===== config.mk =====
export PLATFORM = sky130hd
export DESIGN_NAME = dds_sweep_ctrl
export DESIGN_NICKNAME = d
export VERILOG_FILES = /design/src/rtl/dds_sweep_ctrl.sv
export SDC_FILE = /design/constraint.sdc
export NUM_CORES = 1
export LEC_CHECK = 0
export CORE_MARGIN = 2
export CORE_UTILIZATION = 35
export DETAILED_ROUTE_END_ITERATION = 8
export GPL_ROUTABILITY_DRIVEN = 0
export GPL_TIMING_DRIVEN = 0
export HOLD_SLACK_MARGIN = 0.03
export PLACE_DENSITY_LB_ADDON = 0.15
export SLEW_MARGIN = 20
export SYNTH_ARGS = -nofsm -noshare
export SYNTH_HDL_FRONTEND = slang
export SYNTH_SLANG_ARGS = --single-unit
export TNS_END_PERCENT = 100

===== constraint.sdc =====
create_clock -name clk -period 3.9 [get_ports clk]
set_input_delay 0.585 -clock clk [delete_from_list [all_inputs] [get_ports clk]]
set_output_delay 0.585 -clock clk [all_outputs]
set_load 0.02 [all_outputs]

===== src/rtl/dds_sweep_ctrl.sv =====
// Frequency-sweep sequencer for a DDS: steps the tuning word from start to stop
// in clamped increments, dwelling a fixed number of cycles per value, optionally repeating.
module dds_sweep_ctrl #(
    parameter int unsigned TW = 8,
    parameter int unsigned PW = 12,
    parameter int unsigned DW = 16,
    parameter int unsigned CW = 8
) (
    input  logic          clk,
    input  logic          rst_n,
    input  logic          start,
    input  logic          abort,
    input  logic [TW-1:0] cfg_start_tw,
    input  logic [TW-1:0] cfg_stop_tw,
    input  logic [TW-1:0] cfg_step_tw,
    input  logic [DW-1:0] cfg_dwell,
    input  logic [CW-1:0] cfg_sweeps,
    input  logic [PW-1:0] cfg_phase,
    output logic          busy,
    output logic          done,
    output logic          err,
    output logic          dds_rst,
    output logic          dds_ce,
    output logic [TW-1:0] dds_tuning_word,
    output logic [PW-1:0] dds_start_phase
);

    typedef enum logic [1:0] {IDLE, LOAD, RAMP} state_t;

    state_t        state_q, state_d;
    logic [TW-1:0] start_tw_q, start_tw_d;
    logic [TW-1:0] stop_tw_q, stop_tw_d;
    logic [TW-1:0] step_tw_q, step_tw_d;
    logic [DW-1:0] dwell_q, dwell_d;
    logic [CW-1:0] sweeps_q, sweeps_d;
    logic [CW-1:0] left_q, left_d;
    logic [DW-1:0] dwell_cnt_q, dwell_cnt_d;
    logic [TW-1:0] tw_q, tw_d;
    logic [PW-1:0] phase_q, phase_d;
    logic          busy_q, busy_d;
    logic          done_q, done_d;
    logic          err_q, err_d;
    logic          dds_rst_q, dds_rst_d;
    logic          dds_ce_q, dds_ce_d;

    logic [TW:0]   tw_sum;
    logic [TW-1:0] tw_next;
    logic [DW-1:0] dwell_max;
    logic          dwell_last;

    // State and all outputs are registered together from their next values.
    always_ff @(posedge clk or negedge rst_n) begin
        if (!rst_n) begin
            state_q     <= IDLE;
            start_tw_q  <= '0;
            stop_tw_q   <= '0;
            step_tw_q   <= '0;
            dwell_q     <= '0;
            sweeps_q    <= '0;
            left_q      <= '0;
            dwell_cnt_q <= '0;
            tw_q        <= '0;
            phase_q     <= '0;
            busy_q      <= 1'b0;
            done_q      <= 1'b0;
            err_q       <= 1'b0;
            dds_rst_q   <= 1'b0;
            dds_ce_q    <= 1'b0;
        end else begin
            state_q     <= state_d;
            start_tw_q  <= start_tw_d;
            stop_tw_q   <= stop_tw_d;
            step_tw_q   <= step_tw_d;
            dwell_q     <= dwell_d;
            sweeps_q    <= sweeps_d;
            left_q      <= left_d;
            dwell_cnt_q <= dwell_cnt_d;
            tw_q        <= tw_d;
            phase_q     <= phase_d;
            busy_q      <= busy_d;
            done_q      <= done_d;
            err_q       <= err_d;
            dds_rst_q   <= dds_rst_d;
            dds_ce_q    <= dds_ce_d;
        end
    end

    always_comb begin
        state_d     = state_q;
        start_tw_d  = start_tw_q;
        stop_tw_d   = stop_tw_q;
        step_tw_d   = step_tw_q;
        dwell_d     = dwell_q;
        sweeps_d    = sweeps_q;
        left_d      = left_q;
        dwell_cnt_d = dwell_cnt_q;
        tw_d        = tw_q;
        phase_d     = phase_q;
        busy_d      = 1'b0;
        done_d      = 1'b0;
        err_d       = 1'b0;
        dds_rst_d   = 1'b0;
        dds_ce_d    = 1'b0;

        // Step computed one bit wider so overflow past stop clamps instead of wrapping.
        tw_sum     = {1'b0, tw_q} + {1'b0, step_tw_q};
        tw_next    = (tw_sum > {1'b0, stop_tw_q}) ? stop_tw_q : tw_sum[TW-1:0];
        dwell_max  = (dwell_q == '0) ? '0 : dwell_q - DW'(1);
        dwell_last = (dwell_cnt_q >= dwell_max);

        case (state_q)
            IDLE: begin
                if (start) begin
                    start_tw_d = cfg_start_tw;
                    stop_tw_d  = cfg_stop_tw;
                    step_tw_d  = cfg_step_tw;
                    dwell_d    = cfg_dwell;
                    sweeps_d   = cfg_sweeps;
                    if (cfg_step_tw == '0 || cfg_start_tw > cfg_stop_tw) begin
                        done_d = 1'b1;
                        err_d  = 1'b1;
                    end else begin
                        state_d     = LOAD;
                        busy_d      = 1'b1;
                        dds_rst_d   = 1'b1;
                        tw_d        = cfg_start_tw;
                        phase_d     = cfg_phase;
                        left_d      = cfg_sweeps;
                        dwell_cnt_d = '0;
                    end
                end
            end
            LOAD: begin
                if (abort) begin
                    state_d = IDLE;
                    done_d  = 1'b1;
                end else begin
                    state_d  = RAMP;
                    busy_d   = 1'b1;
                    dds_ce_d = 1'b1;
                end
            end
            RAMP: begin
                if (abort) begin
                    state_d = IDLE;
                    done_d  = 1'b1;
                end else begin
                    busy_d   = 1'b1;
                    dds_ce_d = 1'b1;
                    if (!dwell_last) begin
                        dwell_cnt_d = dwell_cnt_q + DW'(1);
                    end else begin
                        dwell_cnt_d = '0;
                        if (tw_q != stop_tw_q) begin
                            tw_d = tw_next;
                        end else if (sweeps_q == '0 || left_q > CW'(1)) begin
                            // Repeat sweep without a phase reload so the output stays continuous.
                            tw_d = start_tw_q;
                            if (sweeps_q != '0) left_d = left_q - CW'(1);
                        end else begin
                            state_d  = IDLE;
                            busy_d   = 1'b0;
                            dds_ce_d = 1'b0;
                            done_d   = 1'b1;
                        end
                    end
                end
            end
            default: state_d = IDLE;
        endcase
    end

    assign busy            = busy_q;
    assign done            = done_q;
    assign err             = err_q;
    assign dds_rst         = dds_rst_q;
    assign dds_ce          = dds_ce_q;
    assign dds_tuning_word = tw_q;
    assign dds_start_phase = phase_q;

endmodule


Word level (Yosys, flattened, before mapping). Cells that the tools add are included.

Add/subtract/negate cells: 4. $mul: 0. Divide/modulo/power cells: 0. Magnitude comparators: 4. Eq/ne operators: 14. Shift operators: 0. Multiplexer cells: 49. Bitwise logic cells: 1. Reductions and logical operators: 14.

Operator list (number): 8-bit 2-to-1 mux (14); 16-bit 2-to-1 mux (5); 16-bit one-hot mux with 2 select lines (1); 8-bit one-hot mux with 2 select lines (2); 16-bit by 1-bit adder with 16-bit output (second input constant) (1); 16-bit greater-or-equal comparator (1); 16-bit logical NOT (1); 8-bit logical NOT (2); 1-bit 2-to-1 mux (16); 16-bit by 1-bit subtractor with 16-bit output (second input constant) (1); 2-bit 2-to-1 mux (7); 2-bit != test (second input constant) (7); 3-bit != test (second input constant) (4); 8-bit by 8-bit adder with 9-bit output (1); 9-bit by 8-bit > comparator with 1-bit output (1); 8-bit by 1-bit > comparator with 1-bit output (second input constant) (1); 8-bit > comparator (1); 8-bit != test (1); 8-bit AND reduction (1); 8-bit nonzero test (1); 8-bit by 1-bit subtractor with 8-bit output (second input constant) (1); 1-bit one-hot mux with 3 select lines (2); 2-bit one-hot mux with 3 select lines (1); 6-bit AND reduction (1); other kinds (11) (12).

Flip-flop bits (word level): 99. Latch bits: 0. RAM bits: 0. ROM bits: 0. Input port bits: 64. Output and inout port bits: 25. Logic and storage cells: 101. Memories kept: 0.

Longest topological paths before layout.
Depth after elaboration: 7. Mapped depth: 15. Depth with buffers taken out: 14.

Worst setup path before layout. OpenSTA, ideal clock, no wires.

Path kind: reg-to-reg. From: register dwell_q[9]. To: register left_q[4]. Library setup time: 0.130 ns. Data arrival time: 3.900 ns. Data required time: 3.770 ns. Slack: -0.129 ns. Cell stages (with the launch flop): 16. Buffers on the path: 2. Period minus slack after synthesis: 4.029 ns. Cells stage by stage: dfrtp_1 or4_1 or3_1 nor4_1 nand4b_1 clkbuf_1 nand2_1 ha_1 nand4_1 nor3_1 o21ai_0 o211ai_1 or4b_1 buf_2 o21ai_0 o21ai_0.

Word-level cells in the longest chain between the ends: 5. Elaborated cells between the ends (all ways): 6. Those cells by class: add/sub (1); order compare (1); eq/ne (1); mux (1); reduce/logical (2).

Ends and longest elaborated chain: from (decl) (RTL line 34) `logic [DW-1:0] dwell_q, dwell_d;`; from (signal assigned) (RTL line 74) `dwell_q <= dwell_d;`; 16-bit by 1-bit subtractor with 16-bit output or 16-bit logical NOT (tied branches) (RTL line 108) `dwell_max = (dwell_q == '0) ? '0 : dwell_q - DW'(1);`; 16-bit 2-to-1 mux * (RTL line 108); 16-bit greater-or-equal comparator * (RTL line 109) `dwell_last = (dwell_cnt_q >= dwell_max);`; 2-bit != test (no line) *; 8-bit AND reduction (no line) *; to (signal assigned) (RTL line 76) `left_q <= left_d;`; to (decl) (RTL line 36) `logic [CW-1:0] left_q, left_d;`.

Every way passes the cells marked *; elsewhere a longest branch is shown, timed or not. A chain may end at the register's enable or synchronous reset.

Final worst setup path.
From: register dwell_q[9]. To: register left_q[7].

The elaborated chain is that of the path after synthesis.

==> results.toml <==
[die]
die-area_um2 = 18200
initial_core_util_pct = 36.0
io_pins = 89
die_h_um = 135
design.core.area_um2 = 16700
chipWidth_um = 135
rows = 47

[timing]
hold_violations = 0
period_share_pct = 106
drv_slew = 0
timing.fmax_mhz = 242
max_slew_margin_pct = 40.1
period_needed_ns = 4.13
fin_ws_ns = -0.229
rsz0062_at_grt = "yes"
finalSetupViolCount = 21
worst_pin_slew_ns = 0.891
finalClockSkew_ns = 0.00665

[clock_network]
htree_levels = 3
clockRootBuffer = "clkbuf_16"
clkLatencyLatePin_ns = 0.35
cts.clk_slew.worst_paths_ns = 0.07
cts.path.max_buffers = 2
clkSinkCount = 99
cts_hold_buf = 0
numCtsBuffers = 9
cts_tree = "built"

[pwr]
p_leak_nw = 3.37
ir_worst_vdd_v = 0.000511
power.density_nw_per_um2 = 929

[worst_setup_path]
required_ns = 4.13
path_max_fanout = 5
end_kind = "flip-flop"
critical_path_class = "reg2reg"
crit_path_start = "dwell_q[9]$_DFFE_PN0P_"
worstSetupStartpointType = "flip-flop"
timing.rr.start = "dwell_q[9]$_DFFE_PN0P_"
crit_arrival_ns = 4.36

[min_path]
hold_path.class = "in2async"

[yosys]
ys.flop_type = "dfrtp_1"
ys_warn_count = 0
ys_ff_latch = 99
synthDistinctLibCells = 62
async_flop_share_pct = 100
synth_edf_count = 0
netlist_area_um2 = 6010
synth_nets = 717
avgSynthCellArea_um2 = 9.97
syn_inst = 603
seq_area_frac_synth_pct = 41.2

[outcome]
violations = "negative setup slack"
status = "finished, violations left"

[layout]
multiInputGateArea_um2 = 3490
antennaDiodeCount = 0
ff_latch_area_um2 = 2480
areaGrowthSynthToFinish_pct = 32.3
fillers = 1544
fin_area_um2 = 7960
drive_above_1_share_pct = 19.6
stdcell_count = 949
final_nets = 838

[global_route]
grt_pass1_vias = 5134
grt_max_degree = 58
grt-ovfl-total = 0
grtUsageTotal_pct = 18.4
antenna_found_initial = 0
grt_pass1_wl_um = 26100

[detailed_routing]
drc = 0
first_iter_violations = 222
ant_nets = 0
avgRoutedWirePerCell_um = 17.0
wl_um = 16200
viasPerCell = 5.23
first_pass_iters = 4
vias = 4966

[placed_design]
dp_cells = 912
placed_area_um2 = 7220
hpwl_um = 12000
port_buffers = 88

[job]
maxCapViolCount = 0
-- cell type report --
cell class,count,area share (%)
plain buffers,19,1.81
repair buffers,111,14.2
clock inverters,6,1.10
multi-input cells,455,43.9
inverters,29,1.37
clock buffers,10,3.00
well taps,220,3.46
flip-flops and latches,99,31.1
-- worst max-delay path: stages, from the launching register on --
cell and delay [ns]:
dfrtp_1 0.39, or4_4 0.53, or3_4 0.36, nor4_4 0.22, nand3_2 0.14, xnor2_2 0.18
nand2_1 0.11, ha_4 0.29, nand4_1 0.13, nor3_2 0.17, o21ai_2 0.09, o211ai_1 0.33
buf_4 0.17, or4b_4 0.52, buf_8 0.16, mux2i_1 0.14, nand3_1 0.08
-- state kept, by name, indices dropped and copies added (netlist names), 2 cells and up --
name and flops:
dds_start_phase 12, dds_tuning_word 8, dwell_cnt_q 16, dwell_q 16
left_q 8, start_tw_q 8, state_q 2, step_tw_q 8
stop_tw_q 8, sweeps_q 8
-- report_power, final --
group | switching, mW | internal, mW | leakage, nW
Clock | 0.399 | 0.581 | 0.163
Sequential | 0.419 | 1.47 | 1.21
Combinational | 2.28 | 2.24 | 2.00
Total | 3.10 | 4.29 | 3.37
-- final timing paths --
path | slack, ns | cells after the start | end
worst min-delay path | 0.19 | 1 | dds_rst$_DFF_PN0_
min in group clk | 0.51 | 2 | start_tw_q[0]$_DFFE_PN0P_
worst max register to register | -0.23 | 16 | left_q[7]$_DFFE_PN0P_
worst min register to register | 0.51 | 2 | start_tw_q[0]$_DFFE_PN0P_
worst max-delay path | -0.23 | 16 | left_q[7]$_DFFE_PN0P_
max in group asynchronous | 3.10 | 2 | start_tw_q[6]$_DFFE_PN0P_
-- through the flow --
step                      TNS, ns  hold slack (ns)  total power, mW  utilization, %  setup slack (ns)
after floorplan                 0            0.289             4.55               -          0.000194
after global placement    -178.30            0.488             5.58            43.1             -1.58
after detailed placement   -23.75            0.494             5.72            43.3             -1.04
after CTS                   -5.31            0.216             7.08            46.7            -0.384
after global routing        -7.66            0.225             8.00            47.6            -0.485
final                       -2.07            0.186             7.39            47.6            -0.229
-- timing repair --
action | CTS | global route
buffers inserted | 14 | 5
endpoints found under the setup margin | 32 | 34
hold endpoints to repair | 0 | 0
cloned | 2 | 1
pin swaps | 13 | 7
gates resized for setup | 33 | 28
-- Yosys cell counts (2+ instances only) --
cell type | instances | area share, %
a31oi_1 | 9 | 0.94
a21o_1 | 2 | 0.25
nor4_1 | 13 | 1.4
a211oi_1 | 4 | 0.50
nand2b_1 | 6 | 0.62
buf_6 | 2 | 0.37
xnor2_1 | 27 | 3.9
or2_2 | 2 | 0.21
mux2_2 | 53 | 9.9
dfrtp_1 | 99 | 41
o21a_1 | 2 | 0.25
a21oi_1 | 35 | 2.9
nand2_1 | 58 | 3.6
nand3b_1 | 2 | 0.25
o21bai_1 | 2 | 0.25
nand3_1 | 14 | 1.2
o211ai_1 | 5 | 0.62
o31ai_1 | 9 | 1.1
a211o_1 | 6 | 0.87
and2_1 | 2 | 0.21
inv_1 | 28 | 1.7
nor4b_1 | 3 | 0.44
ha_1 | 49 | 10
or3_1 | 4 | 0.42
a21boi_0 | 3 | 0.37
xor2_1 | 11 | 1.6
clkbuf_8 | 2 | 0.46
nor2_1 | 38 | 2.4
or3_4 | 2 | 0.37
o21ba_2 | 2 | 0.33
clkbuf_1 | 13 | 0.81
mux2i_1 | 5 | 0.83
nand4_1 | 11 | 1.1
o21ai_0 | 28 | 2.3
buf_2 | 2 | 0.17
nor3_1 | 18 | 1.5
o22ai_1 | 3 | 0.31
nor2b_1 | 5 | 0.52
-- layer usage --
metal | GRT usage (%) | wire length (um) | up-vias
li1 | - | - | 2416
met1 | 23.6 | 7350 | 2464
met2 | 31.6 | 8210 | 79
met3 | 3.49 | 501 | 7
met4 | 5.61 | 103 | 0
met5 | 0 | 0 | -
-- cells by family (layout without fill, tap and decap cells) --
family,after synthesis,count (layout),synth area share [%]
DFF,99,99,41.2
AOI/OAI and AO/OA,121,121,12.7
adders and majority gates,50,50,10.5
and+or+nand+nor,188,188,15.6
xor gates and xnor gates,38,38,5.53
buffers and inverters,49,175,3.68
muxes,58,58,10.8
-- cell usage in the layout (no fill, tap or decap), types with 3 or more instances in the layout --
| cell type | Yosys | final |
|---|---|---|
| nand3_1 | 14 | 13 |
| a21oi_1 | 35 | 29 |
| o22ai_1 | 3 | 3 |
| nor2_1 | 38 | 32 |
| or3_4 | 2 | 4 |
| mux2_2 | 53 | 53 |
| buf_4 | 0 | 16 |
| a211o_1 | 6 | 6 |
| nand4_1 | 11 | 11 |
| o21ai_1 | 0 | 9 |
| o211ai_1 | 5 | 5 |
| clkbuf_16 | 0 | 10 |
| nor4_1 | 13 | 10 |
| nand2b_1 | 6 | 6 |
| buf_6 | 2 | 5 |
| ha_1 | 49 | 47 |
| nor2_2 | 1 | 7 |
| a31oi_1 | 9 | 9 |
| nor4b_1 | 3 | 3 |
| clkbuf_1 | 13 | 10 |
| nor3_1 | 18 | 17 |
| xnor2_1 | 27 | 26 |
| clkbuf_8 | 2 | 4 |
| buf_8 | 0 | 4 |
| nand2_1 | 58 | 58 |
| dfrtp_1 | 99 | 99 |
| xor2_1 | 11 | 11 |
| o21ai_0 | 28 | 18 |
| a21oi_2 | 0 | 6 |
| o31ai_1 | 9 | 8 |
| clkdlybuf4s50_1 | 0 | 87 |
| mux2i_1 | 5 | 5 |
| inv_1 | 28 | 28 |
| nor2b_1 | 5 | 5 |
Note: power is estimated with default switching activity, not from simulation.
